File: src/rtl/id_hazard_ctrl_pkg.sv
// Shared MIPS ID-stage definitions: forwarding select encodings and the
// in-flight register-write scoreboard slot.
package id_hazard_ctrl_pkg;

    localparam logic [1:0] FWD_ID    = 2'd0;
    localparam logic [1:0] FWD_EXMEM = 2'd1;
    localparam logic [1:0] FWD_MEMWB = 2'd2;

    localparam logic [4:0] REG_ZERO  = 5'd0;

    typedef struct packed {
        logic       v;
        logic [4:0] dst;
        logic       ld;
    } sb_slot_t;

endpackage

File: src/rtl/id_hazard_ctrl_slot_match.sv
// Compares one decoded source register against the EX, MEM and WB scoreboard
// slots; $0 never matches.
module hz_slot_match
    import id_hazard_ctrl_pkg::*;
(
    input  logic [4:0] src_i,
    input  sb_slot_t   ex_i,
    input  sb_slot_t   mem_i,
    input  sb_slot_t   wb_i,
    output logic       match_ex_o,
    output logic       match_mem_o,
    output logic       match_wb_o,
    output logic       ex_ld_o
);

    logic src_nz;

    always_comb begin
        src_nz      = (src_i != REG_ZERO);
        match_ex_o  = ex_i.v  & (ex_i.dst  == src_i) & src_nz;
        match_mem_o = mem_i.v & (mem_i.dst == src_i) & src_nz;
        match_wb_o  = wb_i.v  & (wb_i.dst  == src_i) & src_nz;
        ex_ld_o     = ex_i.ld;
    end

endmodule

File: src/rtl/id_hazard_ctrl.sv
// MIPS ID-stage interlock and forwarding controller: scoreboard of in-flight
// writes, stall/flush/bubble generation, EX forward selects, WB bypass, counters.
module id_hazard_ctrl
    import id_hazard_ctrl_pkg::*;
#(
    parameter bit          FORWARD_EN = 1'b1,
    parameter int unsigned CNT_W      = 16
) (
    input  logic             clk,
    input  logic             rst,
    input  logic             id_valid,
    input  logic [4:0]       id_rs,
    input  logic [4:0]       id_rt,
    input  logic             id_use_rs,
    input  logic             id_use_rt,
    input  logic             id_reg_write,
    input  logic [4:0]       id_dst,
    input  logic             id_is_load,
    input  logic             ex_redirect,
    output logic             stall_pc,
    output logic             stall_ifid,
    output logic             flush_ifid,
    output logic             bubble_idex,
    output logic             wb_bypass_a,
    output logic             wb_bypass_b,
    output logic [1:0]       fwd_a,
    output logic [1:0]       fwd_b,
    output logic [CNT_W-1:0] stall_cnt,
    output logic [CNT_W-1:0] flush_cnt
);

    sb_slot_t ex_q, mem_q, wb_q, ex_d;
    logic [1:0] fwd_a_q, fwd_a_d, fwd_b_q, fwd_b_d;
    logic [CNT_W-1:0] stall_cnt_q, stall_cnt_d, flush_cnt_q, flush_cnt_d;

    logic rs_ex, rs_mem, rs_wb, rs_ex_ld;
    logic rt_ex, rt_mem, rt_wb, rt_ex_ld;
    logic a_ex, a_mem, a_wb, b_ex, b_mem, b_wb;
    logic hz, stall, issue;
    logic [1:0] sel_a, sel_b;

    hz_slot_match u_match_rs (
        .src_i       (id_rs),
        .ex_i        (ex_q),
        .mem_i       (mem_q),
        .wb_i        (wb_q),
        .match_ex_o  (rs_ex),
        .match_mem_o (rs_mem),
        .match_wb_o  (rs_wb),
        .ex_ld_o     (rs_ex_ld)
    );

    hz_slot_match u_match_rt (
        .src_i       (id_rt),
        .ex_i        (ex_q),
        .mem_i       (mem_q),
        .wb_i        (wb_q),
        .match_ex_o  (rt_ex),
        .match_mem_o (rt_mem),
        .match_wb_o  (rt_wb),
        .ex_ld_o     (rt_ex_ld)
    );

    always_comb begin
        a_ex  = id_use_rs & rs_ex;
        a_mem = id_use_rs & rs_mem;
        a_wb  = id_use_rs & rs_wb;
        b_ex  = id_use_rt & rt_ex;
        b_mem = id_use_rt & rt_mem;
        b_wb  = id_use_rt & rt_wb;

        if (FORWARD_EN) begin
            hz = id_valid & ((a_ex & rs_ex_ld) | (b_ex & rt_ex_ld));
        end else begin
            hz = id_valid & (a_ex | a_mem | b_ex | b_mem);
        end

        // Redirect wins over a pending stall.
        stall = hz & ~ex_redirect;
        issue = id_valid & ~hz & ~ex_redirect;

        // Slots are empty while in reset, so only the redirect path needs gating.
        stall_pc    = stall;
        stall_ifid  = stall;
        flush_ifid  = ex_redirect & rst;
        bubble_idex = (stall | ex_redirect) & rst;

        wb_bypass_a = id_valid & a_wb & (FORWARD_EN ? ~(a_ex | a_mem) : 1'b1);
        wb_bypass_b = id_valid & b_wb & (FORWARD_EN ? ~(b_ex | b_mem) : 1'b1);
    end

    // Youngest producer wins: EX over MEM.
    always_comb begin
        sel_a = FWD_ID;
        sel_b = FWD_ID;
        if (FORWARD_EN) begin
            if (a_ex) begin
                sel_a = FWD_EXMEM;
            end else if (a_mem) begin
                sel_a = FWD_MEMWB;
            end
            if (b_ex) begin
                sel_b = FWD_EXMEM;
            end else if (b_mem) begin
                sel_b = FWD_MEMWB;
            end
        end
        fwd_a_d = issue ? sel_a : FWD_ID;
        fwd_b_d = issue ? sel_b : FWD_ID;
    end

    always_comb begin
        ex_d.v   = issue & id_reg_write & (id_dst != REG_ZERO);
        ex_d.dst = id_dst;
        ex_d.ld  = id_is_load;

        stall_cnt_d = stall_cnt_q;
        if (stall && !(&stall_cnt_q)) begin
            stall_cnt_d = stall_cnt_q + CNT_W'(1);
        end
        flush_cnt_d = flush_cnt_q;
        if (ex_redirect && !(&flush_cnt_q)) begin
            flush_cnt_d = flush_cnt_q + CNT_W'(1);
        end
    end

    always_ff @(posedge clk or negedge rst) begin
        if (!rst) begin
            ex_q        <= '0;
            mem_q       <= '0;
            wb_q        <= '0;
            fwd_a_q     <= FWD_ID;
            fwd_b_q     <= FWD_ID;
            stall_cnt_q <= '0;
            flush_cnt_q <= '0;
        end else begin
            ex_q        <= ex_d;
            mem_q       <= ex_q;
            wb_q        <= mem_q;
            fwd_a_q     <= fwd_a_d;
            fwd_b_q     <= fwd_b_d;
            stall_cnt_q <= stall_cnt_d;
            flush_cnt_q <= flush_cnt_d;
        end
    end

    assign fwd_a     = fwd_a_q;
    assign fwd_b     = fwd_b_q;
    assign stall_cnt = stall_cnt_q;
    assign flush_cnt = flush_cnt_q;

endmodule

File: config.mk
export PLATFORM = sky130hd
export DESIGN_NAME = id_hazard_ctrl
export DESIGN_NICKNAME = d
export VERILOG_FILES = /design/src/rtl/id_hazard_ctrl_pkg.sv /design/src/rtl/id_hazard_ctrl_slot_match.sv /design/src/rtl/id_hazard_ctrl.sv
export SDC_FILE = /design/constraint.sdc
export NUM_CORES = 1
export LEC_CHECK = 0
export CAP_MARGIN = 5
export CORE_AREA = 2 2 70 86
export DETAILED_ROUTE_END_ITERATION = 6
export DIE_AREA = 0 0 72 88
export GPL_TIMING_DRIVEN = 0
export HOLD_SLACK_MARGIN = 0.08
export PLACE_DENSITY_LB_ADDON = 0.2
export SETUP_SLACK_MARGIN = 0.4
export SYNTH_ARGS = -nofsm -noshare
export SYNTH_HDL_FRONTEND = slang
export SYNTH_SLANG_ARGS = --single-unit
File: constraint.sdc
create_clock -name clk -period 5 [get_ports clk]
set_input_delay 1.5 -clock clk [delete_from_list [all_inputs] [get_ports clk]]
set_output_delay 1.5 -clock clk [all_outputs]
set_load 0.01 [all_outputs]
==> impl_metrics.py, run 1 <==
metrics = {
    "pwr": {
        "cellLeakagePower_uw": 0.00173,
        "p_sw_uw": 276,
        "power.density_nw_per_um2": 259,
        "ir_drop_mv": 0.263,
        "p_comb_frac": 0.205,
        "power_frac_seq": 0.526,
        "p_int_uw": 724,
        "finalPower_uw": 1000,
        "netSwitchingFraction": 0.276,
        "clkPwrFrac": 0.269,
    },
    "synth": {
        "yosys_warnings": 0,
        "synthCells": 230,
        "syn_area_um2": 2630,
        "yosys_most_used_dff": "dfrtp_1",
        "yosys.cell_count.top_type": "dfrtp_1",
        "syn-num-nets": 255,
        "synth_common_cells": "dfrtp_1 (55), xnor2_1 (39), xor2_1 (18)",
        "netlist.area_leader.share": 0.524,
        "async_flop_share": 1.00,
        "yosysSeqAreaShare": 0.524,
        "syn_avg_cell_area_um2": 11.4,
        "synth-edff-count": 0,
        "netlist_top_cells_area": "dfrtp_1 (52%), xnor2_1 (13%), xor2_1 (6.0%)",
        "synth_top_area_cell": "dfrtp_1",
        "ys_types": 35,
        "ys_ff_latch": 55,
    },
    "clocking": {
        "clock-root-buffer": "clkbuf_8",
        "ctsHoldBuffers": 0,
        "cts.clk_slew.worst_paths_ns": 0.10,
        "clkLatencyLatePin_ns": 0.31,
        "clock_sinks": 55,
        "cts.htree.levels": 2,
        "cts_buffer_depth": 2,
        "cts_tree": "built",
        "numCtsBuffers": 5,
    },
    "routing": {
        "ant_nets": 0,
        "wire_per_inst_um": 16.5,
        "drc_errors": 0,
        "vias_per_cell": 5.31,
        "first_iter_violations": 82,
        "routed_wl_um": 6710,
        "first_pass_iters": 4,
        "via_count": 2160,
    },
    "cells_and_area": {
        "fillers": 414,
        "regArea_um2": 1380,
        "multi_input_area_um2": 1280,
        "antennaDiodeCount": 0,
        "fin_cells": 407,
        "area_growth_pct": 47.1,
        "nNetsFinal": 367,
        "drive_above_1_share": 0.254,
    },
    "placed_design": {
        "place_inst": 359,
        "portBuffers": 64,
        "dpl.hpwl_um": 4280,
        "place.gp.congestion": 0.790,
    },
    "worst_hold_path": {
        "min_path_type": "flop to flop",
    },
    "critical_path": {
        "cp.required_ns": 5.19,
        "slowest_delay_ns": 0.50,
        "cp_max_fo": 4,
        "cp_slowest_cell": "or4_4",
        "path_class": "primary input to flop",
        "critPathLaunchType": "primary input",
        "critPathArrivalTime_ns": 4.83,
        "cp_common_cell": "buf_6",
        "crit_path_end_kind": "flop",
    },
    "die": {
        "core_area_um2": 5520,
        "fp.dieArea_um2": 6340,
        "fp.dieW_um": 72,
        "start_util": 0.476,
        "ios": 65,
        "die_h_um": 88,
        "fp-row-count": 30,
    },
    "sta": {
        "tns_ns": 0,
        "setup_viol": 0,
        "relSlewSlack": 0.657,
        "clock.fmax_mhz": 216,
        "period_share": 0.927,
        "layout_min_cycle_time_ns": 4.63,
        "slew_viol_final": 0,
        "worstMarginPinSlew_ns": 0.510,
        "hold_ws_ns": 0.412,
        "final_hold_viol_count": 0,
        "rsz0062_at_grt": "yes",
        "finalClockSkew_ns": 0.00813,
    },
    "global_route": {
        "grt_max_degree": 35,
        "grt_pass1_wl_um": 10800,
        "antenna_found_initial": 0,
        "grt-ovfl-total": 0,
        "grt_pass1_vias": 2289,
        "gr-usage-all-layers": 0.221,
    },
    "status": {
        "status": "completed",
    },
    "run": {
        "max-cap-violations": 0,
    },
}
[cells by family after synthesis]
logic type,Yosys count,synth area share
XOR/XNOR,57,0.190
flip-flops,55,0.524
buffers and inverters,4,0.0100
adder cells (fa/ha/maj),2,0.00952
multiplexers,2,0.00857
AND/OR/NAND/NOR,100,0.229
AO/OA/AOI/OAI,10,0.0295
[layer usage]
| layer | GRT usage | part of all wire |
|---|---|---|
| met1 | 0.269 | 0.40 |
| met2 | 0.391 | 0.53 |
| met3 | 0.0449 | 0.046 |
| met4 | 0.0720 | 0.017 |
| met5 | 0 | 0 |
[path summary, 6_finish.rpt]
path                            startpoint  slack (ns)      endpoint  depth (start not counted)
max in group asynchronous              rst        3.39  stall_cnt[2]                          2
worst min register to register    mem_q[6]        0.41       wb_q[6]                          0
worst min-delay path              mem_q[6]        0.41       wb_q[6]                          0
min in group asynchronous              rst        1.12      mem_q[2]                          1
worst max-delay path              id_rs[3]        0.37      fwd_a[1]                         27
worst max register to register     ex_q[2]        1.41      fwd_a[1]                         26
[power by group through the flow]
stage	sequential [uW]	combinational, uW	clock, uW
global route	532	222	289
global placement	532	168	0
finish	526	205	269
CTS	526	197	272
floorplan	535	63.6	0
detailed placement	534	174	0
[placed cells by master, fill, tap and decap left out, drive strengths merged, types with 7 or more instances in the layout]
| cell | count |
|---|---|
| nand3 | 13 |
| clkdlybuf4s50 | 48 |
| nand2 | 18 |
| xor2 | 18 |
| xnor2 | 39 |
| nor3 | 9 |
| dfrtp | 55 |
| clkbuf | 9 |
| nor2 | 7 |
| nand4 | 18 |
| buf | 55 |
| and3 | 13 |
[layout make-up]
cell class	count	share of cell area
plain buffers	2	0.00680
clock buffers	7	0.0249
clock inverters	1	0.00194
inverters	2	0.00194
multi-input cells	171	0.332
flip-flops and latches	55	0.356
well taps	64	0.0207
repair buffers	105	0.255
[timing repair]
action                                  CTS  global route
gates resized for setup                  83            14
endpoints found under the setup margin    5             6
buffers inserted                         34             6
pin swaps                                 9             6
[sequential cells by signal (all words and copies together), names as in the netlist]
name / count
stall_cnt: 16
wb_q: 6
fwd_a: 2
ex_q: 7
flush_cnt: 16
fwd_b: 2
mem_q: 6
[critical path, delay by kind of cell]
| family | cells | cell delay [ns] |
|---|---|---|
| buffers and inverters | 22 | 2.50 |
| AND/OR/NAND/NOR | 3 | 0.57 |
| AO/OA/AOI/OAI | 2 | 0.23 |
[through the flow]
step	area, um^2	setup WS [ns]	util
after detailed placement	3360	-0.654	0.610
after floorplan	2630	0.564	-
final	3870	0.366	0.701
after global placement	3350	-1.37	0.607
after CTS	3790	0.351	0.687
after global routing	3870	0.329	0.701
Power figures use the tool's default switching activity.
==> run 2: changes to the inputs <==
- REMOVE_ABC_BUFFERS: unset -> 1
- SETUP_SLACK_MARGIN: 0.4 -> 0.15
==> run 2 against run 1 <==
  * Clock skew down 0.0031 ns
  * Sequential share of layout area up 3.8 points
  * Combinational power is 15% lower
  * Global-route usage shrank 3.2 points
  * Cell count down 9.8%
  * Critical path depth fell by 20
  * Flip-flop and latch count is the same
  * Largest power group unchanged
==> impl_metrics.py, run 2 (same netlist as run 1, synthesis figures left out) <==
metrics = {
    "status": {
        "status": "completed",
    },
    "sta": {
        "relSlewSlack": 0.662,
        "finalWorstSetupSlack_ns": 0.148,
        "finalClockSkew_ns": 0.00503,
        "clock.fmax_mhz": 206,
        "rsz0062_at_grt": "yes",
        "setup_viol": 0,
        "tns_ns": 0,
        "period_share": 0.970,
        "slew_viol_final": 0,
        "worstMarginPinSlew_ns": 0.507,
        "layout_min_cycle_time_ns": 4.85,
        "final_hold_viol_count": 0,
    },
    "routing": {
        "ant_nets": 0,
        "routed_wl_um": 5770,
        "vias_per_cell": 5.43,
        "first_pass_iters": 5,
        "wire_per_inst_um": 15.7,
        "via_count": 1992,
        "first_iter_violations": 64,
        "drc_errors": 0,
    },
    "placed_design": {
        "dpl.hpwl_um": 4120,
        "place_inst": 357,
        "portBuffers": 64,
        "place.gp.congestion": 0.802,
        "pre_cts_slack_ns": -0.513,
    },
    "die": {
        "fp.dieW_um": 72,
        "start_util": 0.476,
        "fp-row-count": 30,
        "ios": 65,
        "core_area_um2": 5520,
        "fp.dieArea_um2": 6340,
        "die_h_um": 88,
    },
    "worst_hold_path": {
        "hold_end": "wb_q[6]",
        "min_path_type": "flop to flop",
        "min-delay-start": "mem_q[6]",
        "hold_depth": 0,
    },
    "global_route": {
        "gr-usage-all-layers": 0.189,
        "grt-ovfl-total": 0,
        "use_met1": 0.233,
        "grt_max_degree": 38,
        "grt_pass1_vias": 1995,
        "grt_use_met2": 0.338,
        "antenna_found_initial": 0,
        "gr-usage-met3": 0.0334,
        "grt_pass1_wl_um": 9300,
        "grt_most_used_layer": "met2",
    },
    "critical_path": {
        "reg2reg_setup_slack_ns": 2.69,
        "cp_max_fo": 5,
        "critPathLaunchType": "primary input",
        "crit_path_end_kind": "output pin",
        "path_class": "primary input to output pin",
        "r2r_start": "ex_q[3]",
        "cp.required_ns": 3.50,
        "reg2reg_to": "stall_cnt[14]",
        "critPathArrivalTime_ns": 3.35,
        "r2r_cells": 7,
    },
    "clocking": {
        "numCtsBuffers": 5,
        "cts.htree.levels": 2,
        "clkLatencyLatePin_ns": 0.30,
        "clock_sinks": 55,
        "clock-root-buffer": "clkbuf_8",
        "cts_tree": "built",
        "cts_buffer_depth": 2,
        "cts.clk_slew.worst_paths_ns": 0.09,
    },
    "cells_and_area": {
        "mostFrequentLayoutCells": "dfrtp_1 (55), clkdlybuf4s50_1 (49), xnor2_1 (39), xor2_1 (18), nand4_1 (17)",
        "nNetsFinal": 328,
        "regArea_um2": 1380,
        "fin_cells": 367,
        "multi_input_area_um2": 1270,
        "area_growth_pct": 33.0,
        "antennaDiodeCount": 0,
        "drive_above_1_share": 0.109,
        "fillers": 473,
        "layout_commonest_cell": "dfrtp_1",
    },
    "pwr": {
        "ir_drop_mv": 0.188,
        "power.density_nw_per_um2": 281,
        "cellLeakagePower_uw": 0.00151,
    },
    "run": {
        "max-cap-violations": 0,
    },
}
## run 2: cell count changes in the layout (fill, tap and decap cells not counted), sizes merged
cell           before  now
buf                55    7
dlygate4sd2         1    9
clkdlybuf4s15       1    2
bufinv              0    1
clkinvlp            1    0
clkdlybuf4s50      48   49
clkbuf              9    7
## run 2: stage by stage
step | power [uW] | instance area (um^2) | utilization | hold WS, ns
final | 982 | 3490 | 0.633 | 0.418
after global routing | 1030 | 3490 | 0.633 | 0.423
after CTS | 995 | 3480 | 0.632 | 0.425
after detailed placement | 706 | 3340 | 0.606 | 0.404
after global placement | 702 | 3330 | 0.603 | 0.391
after floorplan | 598 | 2610 | - | 0.373
## run 2: area by class of cell
type                    count  share of cell area
flip-flops and latches     55               0.394
multi-input cells         171               0.365
repair buffers             68               0.187
well taps                  64              0.0229
clock buffers               6              0.0208
clock inverters             1             0.00859
inverters                   2             0.00215
## run 2: where the power goes
group	total, uW	switching (uW)	internal [uW]
sequential	525	47.2	478
clock	284	137	147
combinational	174	76.1	97.9
total	982	260	722
## run 2: what timing repair did
action	in CTS	in global routing
setup buffers	3	0
hold buffers	0	0
pin swaps	3	1
hold endpoints to repair	0	0
setup endpoints to repair	5	2
resized for setup	30	4
## run 2: worst max-delay path by stage
| stage | endpoint | from | slack (ns) | cells after the start |
|---|---|---|---|---|
| after floorplan | bubble_idex | id_rt[1] | 0.63 | 5 |
| after global placement | bubble_idex | rst | -1.41 | 4 |
| after detailed placement | bubble_idex | id_rt[1] | -0.51 | 7 |
| after CTS | bubble_idex | id_rt[2] | 0.07 | 7 |
| after global routing | bubble_idex | id_rs[1] | 0.11 | 7 |
| final | bubble_idex | id_rs[1] | 0.15 | 7 |
## run 2: routing by layer
metal / routed length (um) / vias up / part of all wire
met4: 95 / 0 / 0.016
met3: 273 / 8 / 0.047
met2: 2930 / 53 / 0.51
met1: 2470 / 977 / 0.43
met5: 0 / - / 0
li1: - / 954 / -
## run 2: critical path: stages
cell and delay [ns]:
dlygate4sd2_1 0.31, or4_4 0.57, o21ai_4 0.17, nor3_4 0.08, or2_1 0.23, a41o_1 0.25
clkdlybuf4s15_1 0.23
==> run 3: changes to the inputs <==
- PLACE_DENSITY: unset -> 0.78
- PLACE_DENSITY_LB_ADDON: 0.2 -> unset
==> run 3 against run 2 <==
  * Sequential power about the same
  * Via count is 0.55% lower
  * Die area is the same
==> impl_metrics.py, run 3 (same netlist as run 1, synthesis figures left out) <==
metrics = {
    "status": {
        "status": "completed",
    },
    "cells_and_area": {
        "layout_commonest_cell": "dfrtp_1",
        "drive_above_1_share": 0.102,
        "fin_cells": 368,
        "antennaDiodeCount": 0,
        "nNetsFinal": 328,
        "area_growth_pct": 31.2,
        "fillers": 461,
        "mostFrequentLayoutCells": "dfrtp_1 (55), clkdlybuf4s50_1 (49), xnor2_1 (39), xor2_1 (18), nand4_1 (17)",
        "fin_area_um2": 3450,
    },
    "critical_path": {
        "critPathLaunchType": "primary input",
        "crit_path_end_kind": "output pin",
        "path_class": "primary input to output pin",
        "critPathArrivalTime_ns": 3.27,
        "cp_max_fo": 4,
        "cp.required_ns": 3.50,
    },
    "sta": {
        "layout_min_cycle_time_ns": 4.77,
        "finalWorstSetupSlack_ns": 0.229,
        "finalClockSkew_ns": 0.00637,
        "tns_ns": 0,
        "relSlewSlack": 0.652,
        "setup_viol": 0,
        "period_share": 0.954,
        "rsz0062_at_grt": "no",
        "clock.fmax_mhz": 210,
        "final_hold_viol_count": 0,
        "worstMarginPinSlew_ns": 0.509,
        "slew_viol_final": 0,
        "hold_ws_ns": 0.425,
    },
    "pwr": {
        "clkPwrFrac": 0.250,
        "netSwitchingFraction": 0.275,
        "power_frac_seq": 0.563,
        "power.density_nw_per_um2": 270,
        "cellLeakagePower_uw": 0.00149,
        "p_sw_uw": 256,
        "ir_drop_mv": 0.172,
        "p_int_uw": 674,
        "p_comb_frac": 0.187,
    },
    "clocking": {
        "cts_tree": "built",
        "cts_buffer_depth": 2,
        "clock-root-buffer": "clkbuf_8",
        "cts.htree.levels": 2,
        "cts.clk_slew.worst_paths_ns": 0.09,
        "numCtsBuffers": 5,
        "clock_sinks": 55,
        "ctsHoldBuffers": 0,
        "clkLatencyLatePin_ns": 0.30,
    },
    "die": {
        "fp.dieArea_um2": 6340,
        "ios": 65,
        "fp-row-count": 30,
        "die_h_um": 88,
        "fp.dieW_um": 72,
        "core_area_um2": 5520,
        "start_util": 0.476,
    },
    "placed_design": {
        "place.gp.congestion": 0.801,
        "placed_area_um2": 3340,
        "dpl.hpwl_um": 4140,
        "portBuffers": 64,
        "pre_cts_slack_ns": -0.507,
        "place_inst": 357,
    },
    "routing": {
        "first_iter_violations": 66,
        "drc_errors": 0,
        "via_count": 1981,
        "vias_per_cell": 5.38,
        "ant_nets": 0,
        "wire_per_inst_um": 15.2,
        "routed_wl_um": 5590,
        "first_pass_iters": 4,
    },
    "worst_hold_path": {
        "min_path_type": "flop to flop",
    },
    "global_route": {
        "grt-ovfl-total": 0,
        "gr-usage-all-layers": 0.189,
        "antenna_found_initial": 0,
        "grt_pass1_wl_um": 9310,
        "grt_pass1_vias": 2000,
        "grt_max_degree": 37,
    },
    "run": {
        "max-cap-violations": 0,
    },
}
[run 3: final cells by class]
| cell class | instances | area (um^2) | share of cell area |
|---|---|---|---|
| Clock buffer | 7 | 76.3 | 0.0221 |
| Clock inverter | 1 | 5.00 | 0.00145 |
| Inverter | 2 | 7.51 | 0.00218 |
| Multi-Input combinational cell | 171 | 1250 | 0.363 |
| Sequential cell | 55 | 1380 | 0.399 |
| Tap cell | 64 | 80.1 | 0.0232 |
| Timing Repair Buffer | 68 | 652 | 0.189 |
[run 3: worst paths after layout]
kind                           from             to  slack (ns)  cells after the start
min in group asynchronous       rst  flush_cnt[12]        1.17                      1
min reg2reg                mem_q[6]        wb_q[6]        0.42                      0
max in group asynchronous       rst        ex_q[3]        3.27                      2
max                        id_rt[2]    bubble_idex        0.23                      7
min                        mem_q[6]        wb_q[6]        0.42                      0
max reg2reg                 ex_q[3]  stall_cnt[14]        2.76                      7
[run 3: stage by stage]
| stage | util | total power (uW) |
|---|---|---|
| after floorplan | - | 598 |
| after global placement | 0.603 | 701 |
| after detailed placement | 0.606 | 709 |
| after CTS | 0.628 | 945 |
| after global routing | 0.625 | 986 |
| final | 0.625 | 930 |
[run 3: worst max-delay path: stages]
cell and delay, ns:
clkdlybuf4s15_2 0.23, or4_4 0.54, o21ai_4 0.16, and4b_4 0.24, or2_1 0.24, a41o_1 0.24
clkbuf_2 0.13
[run 3: timing repair]
action	in CTS	in global routing
resized for setup	25	3
pin swaps	2	2
setup endpoints to repair	5	1
buffers inserted	3	0
[run 3: metal layers]
metal  global-route usage  vias to the layer above  wire length, um
met1                0.226                      970             2340
met3               0.0495                        2              272
li1                     -                      955                -
met5                    0                        -                0
met2                0.338                       54             2940
met4               0.0497                        0               35
[run 3: power by group through the flow]
stage	Combinational, uW	Clock, uW	Sequential (uW)
after global routing	191	265	530
after CTS	177	244	524
after detailed placement	176	0	533
after global placement	168	0	533
after floorplan	63.6	0	535
final	174	232	524
